===== src/rtl/pc_pkg.sv =====
// pc_pkg: shared constants and types for the fetch-address generator.
//   PC_RESET_VEC / PC_EXC_VEC   default reset and exception entry addresses
//   PC_ADDR_LO / PC_ADDR_HI     default legal fetch window (inclusive)
//   PC_STEP                     sequential increment in bytes
//   pc_src_e                    next-PC source chosen by the priority encoder
package pc_pkg;

   localparam logic [31:0] PC_RESET_VEC = 32'h0000_3000;
   localparam logic [31:0] PC_EXC_VEC   = 32'h0000_4180;
   localparam logic [31:0] PC_ADDR_LO   = 32'h0000_3000;
   localparam logic [31:0] PC_ADDR_HI   = 32'h0000_4ffc;
   localparam int unsigned PC_STEP      = 4;

   typedef enum logic [2:0] {
      SRC_SEQ,
      SRC_BR,
      SRC_PEND,
      SRC_EXC,
      SRC_ERET,
      SRC_HOLD
   } pc_src_e;

endpackage


===== src/rtl/pc_redirect_latch.sv =====
// pc_redirect_latch: holds one redirect target that arrived while fetch was frozen.
//   clk_i        clock, rising edge
//   rst_i        synchronous active-high reset (clears valid and address)
//   capture_i    store addr_i and mark valid (newer capture overwrites older)
//   addr_i       redirect target to capture
//   consume_i    pending target is being applied this edge; drop valid
//   clear_i      pending target is superseded (exception, ERET, live branch)
//   pend_valid_o a deferred redirect is held
//   pend_addr_o  the held redirect target
module pc_redirect_latch #(
   parameter int unsigned WIDTH = 32
) (
   input  logic             clk_i,
   input  logic             rst_i,
   input  logic             capture_i,
   input  logic [WIDTH-1:0] addr_i,
   input  logic             consume_i,
   input  logic             clear_i,
   output logic             pend_valid_o,
   output logic [WIDTH-1:0] pend_addr_o
);

   logic             valid_q, valid_d;
   logic [WIDTH-1:0] addr_q, addr_d;

   always_comb begin
      valid_d = valid_q;
      addr_d  = addr_q;
      if (clear_i || consume_i) begin
         valid_d = 1'b0;
      end else if (capture_i) begin
         valid_d = 1'b1;
         addr_d  = addr_i;
      end
   end

   always_ff @(posedge clk_i) begin
      if (rst_i) begin
         valid_q <= 1'b0;
         addr_q  <= '0;
      end else begin
         valid_q <= valid_d;
         addr_q  <= addr_d;
      end
   end

   assign pend_valid_o = valid_q;
   assign pend_addr_o  = addr_q;

endmodule


===== src/rtl/pc_unit.sv =====
// pc_unit: fetch-address generator. Holds the PC and picks the next one from
// sequential, branch/jump, deferred-branch, exception and ERET sources; freezes
// on stall | xstall, latching any branch that arrives while frozen.
//   clk, reset (sync, active-high), stall, xstall       control
//   br_valid, br_target                                 D-stage redirect
//   exc_req                                             exception/interrupt -> EXC_VEC
//   eret_req, epc                                       return from exception
//   pc, pc_next (pc+STEP, comb), pend_valid, adel       outputs
// Build option: define PC_ADDR_CHECK_EN to drive adel from an alignment and
// range check on pc; otherwise adel is tied low.
module pc_unit
   import pc_pkg::*;
#(
   parameter int unsigned      WIDTH     = 32,
   parameter logic [WIDTH-1:0] RESET_VEC = WIDTH'(PC_RESET_VEC),
   parameter logic [WIDTH-1:0] EXC_VEC   = WIDTH'(PC_EXC_VEC),
   parameter int unsigned      STEP      = PC_STEP,
   parameter logic [WIDTH-1:0] ADDR_LO   = WIDTH'(PC_ADDR_LO),
   parameter logic [WIDTH-1:0] ADDR_HI   = WIDTH'(PC_ADDR_HI)
) (
   input  logic             clk,
   input  logic             reset,
   input  logic             stall,
   input  logic             xstall,
   input  logic             br_valid,
   input  logic [WIDTH-1:0] br_target,
   input  logic             exc_req,
   input  logic             eret_req,
   input  logic [WIDTH-1:0] epc,
   output logic [WIDTH-1:0] pc,
   output logic [WIDTH-1:0] pc_next,
   output logic             pend_valid,
   output logic             adel
);

   logic [WIDTH-1:0] pc_q, pc_d;
   logic [WIDTH-1:0] pend_addr;
   logic             frz;
   pc_src_e          src;

   assign frz     = stall | xstall;
   assign pc_next = pc_q + WIDTH'(STEP);

   // Exception and ERET override a freeze; a live branch beats a stale pending one.
   always_comb begin
      src = SRC_SEQ;
      if (exc_req)         src = SRC_EXC;
      else if (eret_req)   src = SRC_ERET;
      else if (frz)        src = SRC_HOLD;
      else if (br_valid)   src = SRC_BR;
      else if (pend_valid) src = SRC_PEND;
   end

   always_comb begin
      pc_d = pc_next;
      unique case (src)
         SRC_EXC:  pc_d = EXC_VEC;
         SRC_ERET: pc_d = epc;
         SRC_HOLD: pc_d = pc_q;
         SRC_BR:   pc_d = br_target;
         SRC_PEND: pc_d = pend_addr;
         default:  pc_d = pc_next;
      endcase
   end

   always_ff @(posedge clk) begin
      if (reset) pc_q <= RESET_VEC;
      else       pc_q <= pc_d;
   end

   pc_redirect_latch #(
      .WIDTH (WIDTH)
   ) u_latch (
      .clk_i        (clk),
      .rst_i        (reset),
      .capture_i    ((src == SRC_HOLD) && br_valid),
      .addr_i       (br_target),
      .consume_i    (src == SRC_PEND),
      .clear_i      ((src == SRC_EXC) || (src == SRC_ERET) || (src == SRC_BR)),
      .pend_valid_o (pend_valid),
      .pend_addr_o  (pend_addr)
   );

   assign pc = pc_q;

   // A mis-ordered fetch window is a configuration mistake; reject it at elaboration.
   if (ADDR_LO > ADDR_HI) begin : g_bad_window
      $error("pc_unit: ADDR_LO is above ADDR_HI");
   end

`ifdef PC_ADDR_CHECK_EN
   // Suppressed during reset so CP0 never sees a spurious AdEL from the pre-reset PC.
   assign adel = ~reset & ((pc_q[1:0] != 2'b00) | (pc_q < ADDR_LO) | (pc_q > ADDR_HI));
`else
   assign adel = 1'b0;
`endif

endmodule

===== config.mk =====
export PLATFORM = sky130hd
export DESIGN_NAME = pc_unit
export DESIGN_NICKNAME = d
export VERILOG_FILES = /design/src/rtl/pc_pkg.sv /design/src/rtl/pc_redirect_latch.sv /design/src/rtl/pc_unit.sv
export SDC_FILE = /design/constraint.sdc
export NUM_CORES = 1
export LEC_CHECK = 0
export ABC_AREA = 1
export CAP_MARGIN = 25
export CELL_PAD_IN_SITES_DETAIL_PLACEMENT = 0
export CELL_PAD_IN_SITES_GLOBAL_PLACEMENT = 1
export CORE_ASPECT_RATIO = 0.7
export CORE_UTILIZATION = 46
export CTS_CLUSTER_DIAMETER = 100
export DETAILED_ROUTE_END_ITERATION = 7
export DONT_BUFFER_PORTS = 1
export PLACE_DENSITY_LB_ADDON = 0.1
export SYNTH_ARGS = -nofsm -noshare
export SYNTH_HDL_FRONTEND = slang
export SYNTH_SLANG_ARGS = --single-unit

===== constraint.sdc =====
create_clock -name clk -period 4.9 [get_ports clk]
set_clock_uncertainty 0.2 [all_clocks]
set_input_delay 0.98 -clock clk [delete_from_list [all_inputs] [get_ports clk]]
set_output_delay 0.98 -clock clk [all_outputs]
set_load 0.005 [all_outputs]

==> reports/summary.txt <==
Aggregate negative setup slack = 0 ns
Kind of critical path = register to output port
Clock Tree Buf Depth = 2
Power Dens Cells = 303 nW/µm²
Antenna Nets Post-Route = 0
Yosys cell types = 29
Max-cap viol count = 0
Tcrit/Tclk final = 0.679
Slew @ Worst Pin = 0.965 ns
Vias/cell = 5.37
# IOs = 137
Area occupied by multi-input gates = 2460 µm²
Clock transition at path regs = 0.06 ns
Sequential cell area = 1300 µm²
Setup bufs post-CTS = 0
R2r setup slk = 2.65 ns
Critical Path Start Type = register
Die Wd = 117 µm
Cell Rows = 28
CTS tree = yes
Total GRT Usage = 0.293
Critical path launch point = pc[2]
DR DRC count = 0
Initial antenna violation count = 0
H-tree lvl count = 3
DIE AREA = 9580 µm²
Share of post-route cells with drive strength above 1 = 0.0460
ANT cells = 0
Crit end category = output port
Synth-to-layout area growth = 6.66%
RSZ-0062 raised after global routing = no
HPWL reported at the end of detailed placement = 9.91 mm
Die Span Y = 82.2 µm
Routed length per instance = 16.3 µm
Worst hold path type = register to register
Mapped cell area = 4220 µm²
Synth warn = 0
Inst Count DP = 800
Core Region = 8690 µm²
Largest net degree at the start of global routing = 57
Filler instances = 953
Vias post-DR = 4373
Post-Layout Cell Count = 815
CTS root buffer = clkbuf_16
Leakage power = 1.76 nW
Max Freq = 301 MHz
Worst-path fanout max = 7
Vias in the first global route = 4015
Syn_nets = 784
Detailed Routing Iterations Pass 1 = 5
Gate Count Post-Synth = 712
Post-Syn Area per Cell = 5.93 µm²
# hold bufs at CTS = 0
Starting Density = 0.486
WP data arrival = 2.15 ns
First-pass GRT wire length = 20.9 mm
Final Critical Period = 3.33 ns
Hold_sp = u_latch.pend_addr_o[13]
DRT Wirelength = 13.3 mm
Port Buffers = 0
GR Overflow Total = 0
Routability Congestion = 0.876
Worst EP required = 3.72 ns
CTS Buf Count = 9
Fin nets = 763
Drt initial violations = 418
Clock Latency Late Sink = 0.33 ns
Max-slew violation count = 0
Status = finished clean
RR Startpoint = pc[2]
Seq/Total Area, Yosys = 0.308
#FFs+latches synth = 65
Peak VDD IR = 157 µV
Final hold viol count = 0
Clock Sinks = 65
Setup-failing EPs final = 0
Max_slew headroom = 0.357
Post-CTS Resized = 0
## cells by family after synthesis
logic type / Yosys count / share of synthesized area
and+or+nand+nor: 435 / 0.433
adders and majority gates: 1 / 0.00296
xor gates and xnor gates: 11 / 0.0228
AOI/OAI and AO/OA: 91 / 0.122
buffers and inverters: 108 / 0.110
other: 1 / 0.000888
DFF: 65 / 0.308
## power breakdown
| part | internal [mW] | switching (mW) | total (mW) |
|---|---|---|---|
| Clock | 0.417 | 0.230 | 0.647 |
| Combinational | 0.0425 | 0.0947 | 0.137 |
| Sequential | 0.552 | 0.0306 | 0.583 |
| Total | 1.01 | 0.356 | 1.37 |
## critical path, cell delays in order (launching register included)
cell     delay, ns
dfxtp_1       0.49
ha_1          0.27
nand2_1       0.11
nor2_1        0.32
nand3_1       0.22
xor2_1        0.31
inv_1         0.10
## layout make-up
type,count,share of cell area
Clock buffer,12,0.0569
Clock inverter,3,0.00889
Inverter,73,0.0608
Multi-Input combinational cell,539,0.546
Sequential cell,65,0.289
Tap cell,120,0.0333
Timing Repair Buffer,3,0.00500
## cell usage in the layout, fill, tap and decap left out, drive strengths merged, types with 2 or more instances in the layout
cell,Yosys,layout
nand2,202,202
nor2,132,132
nand3,78,78
inv,73,73
dfxtp,65,65
a21oi,56,56
nand4,22,22
o21ai,17,17
o21a,14,14
clkbuf,13,12
xor2,10,10
buf,22,3
o21bai,2,2
clkinv,0,2
## synthesized netlist by cell type
cell | count | area [µm²]
nand3_2 | 3 | 30.0
nor2_4 | 2 | 22.5
buf_4 | 11 | 82.6
o21ai_0 | 15 | 75.1
inv_2 | 2 | 7.51
o21bai_1 | 2 | 15.0
a21boi_1 | 1 | 7.51
and2_1 | 1 | 6.26
nand2_1 | 200 | 751
nand3_1 | 75 | 375
o21ai_2 | 1 | 8.76
buf_6 | 1 | 11.3
dfxtp_1 | 65 | 1300
xnor2_1 | 1 | 8.76
nand2_2 | 2 | 12.5
nand4_1 | 22 | 138
a21oi_1 | 56 | 280
xor2_1 | 10 | 87.6
nor2_2 | 3 | 18.8
nor2_1 | 127 | 477
clkbuf_1 | 13 | 48.8
inv_1 | 71 | 267
o21a_1 | 14 | 105
buf_2 | 8 | 40.0
conb_1 | 1 | 3.75
a211oi_1 | 1 | 7.51
buf_1 | 2 | 7.51
ha_1 | 1 | 12.5
o21ai_4 | 1 | 16.3
## worst paths after layout
kind / endpoint / cells past startpoint
worst max-delay path: pc_next[14] / 6
worst min-delay path: u_latch.pend_addr_o[13] / 2
worst max register to register: pc[14] / 8
worst min register to register: u_latch.pend_addr_o[13] / 2
## registers in the layout (all words and copies together), names as in the netlist
signal / flops
u_latch.pend_valid_o: 1
pc: 32
u_latch.pend_addr_o: 32
## stage by stage
stage | area, µm² | util | setup slack, ns | power (mW) | hold slack, ns
6_report | 4510 | 0.519 | 1.57 | 1.37 | 0.248
5_1_grt | 4510 | 0.519 | 1.39 | 1.42 | 0.267
2_1_floorplan | 4220 | - | 2.36 | 0.703 | 0.224
4_1_cts | 4510 | 0.519 | 1.54 | 1.38 | 0.248
3_5_place_dp | 4210 | 0.484 | 1.53 | 0.728 | 0.237
3_3_place_gp | 4210 | 0.484 | 1.58 | 0.726 | 0.233
## metal layers
layer / vias to the layer above / wire length, µm / global-route usage
met5: - / 0 / 0.0333
met4: 0 / 153 / 0.0759
met3: 14 / 1210 / 0.0839
met2: 178 / 5500 / 0.439
met1: 1965 / 6390 / 0.409
li1: 2216 / - / -
No activity file was read; power rests on OpenSTA's default activity.
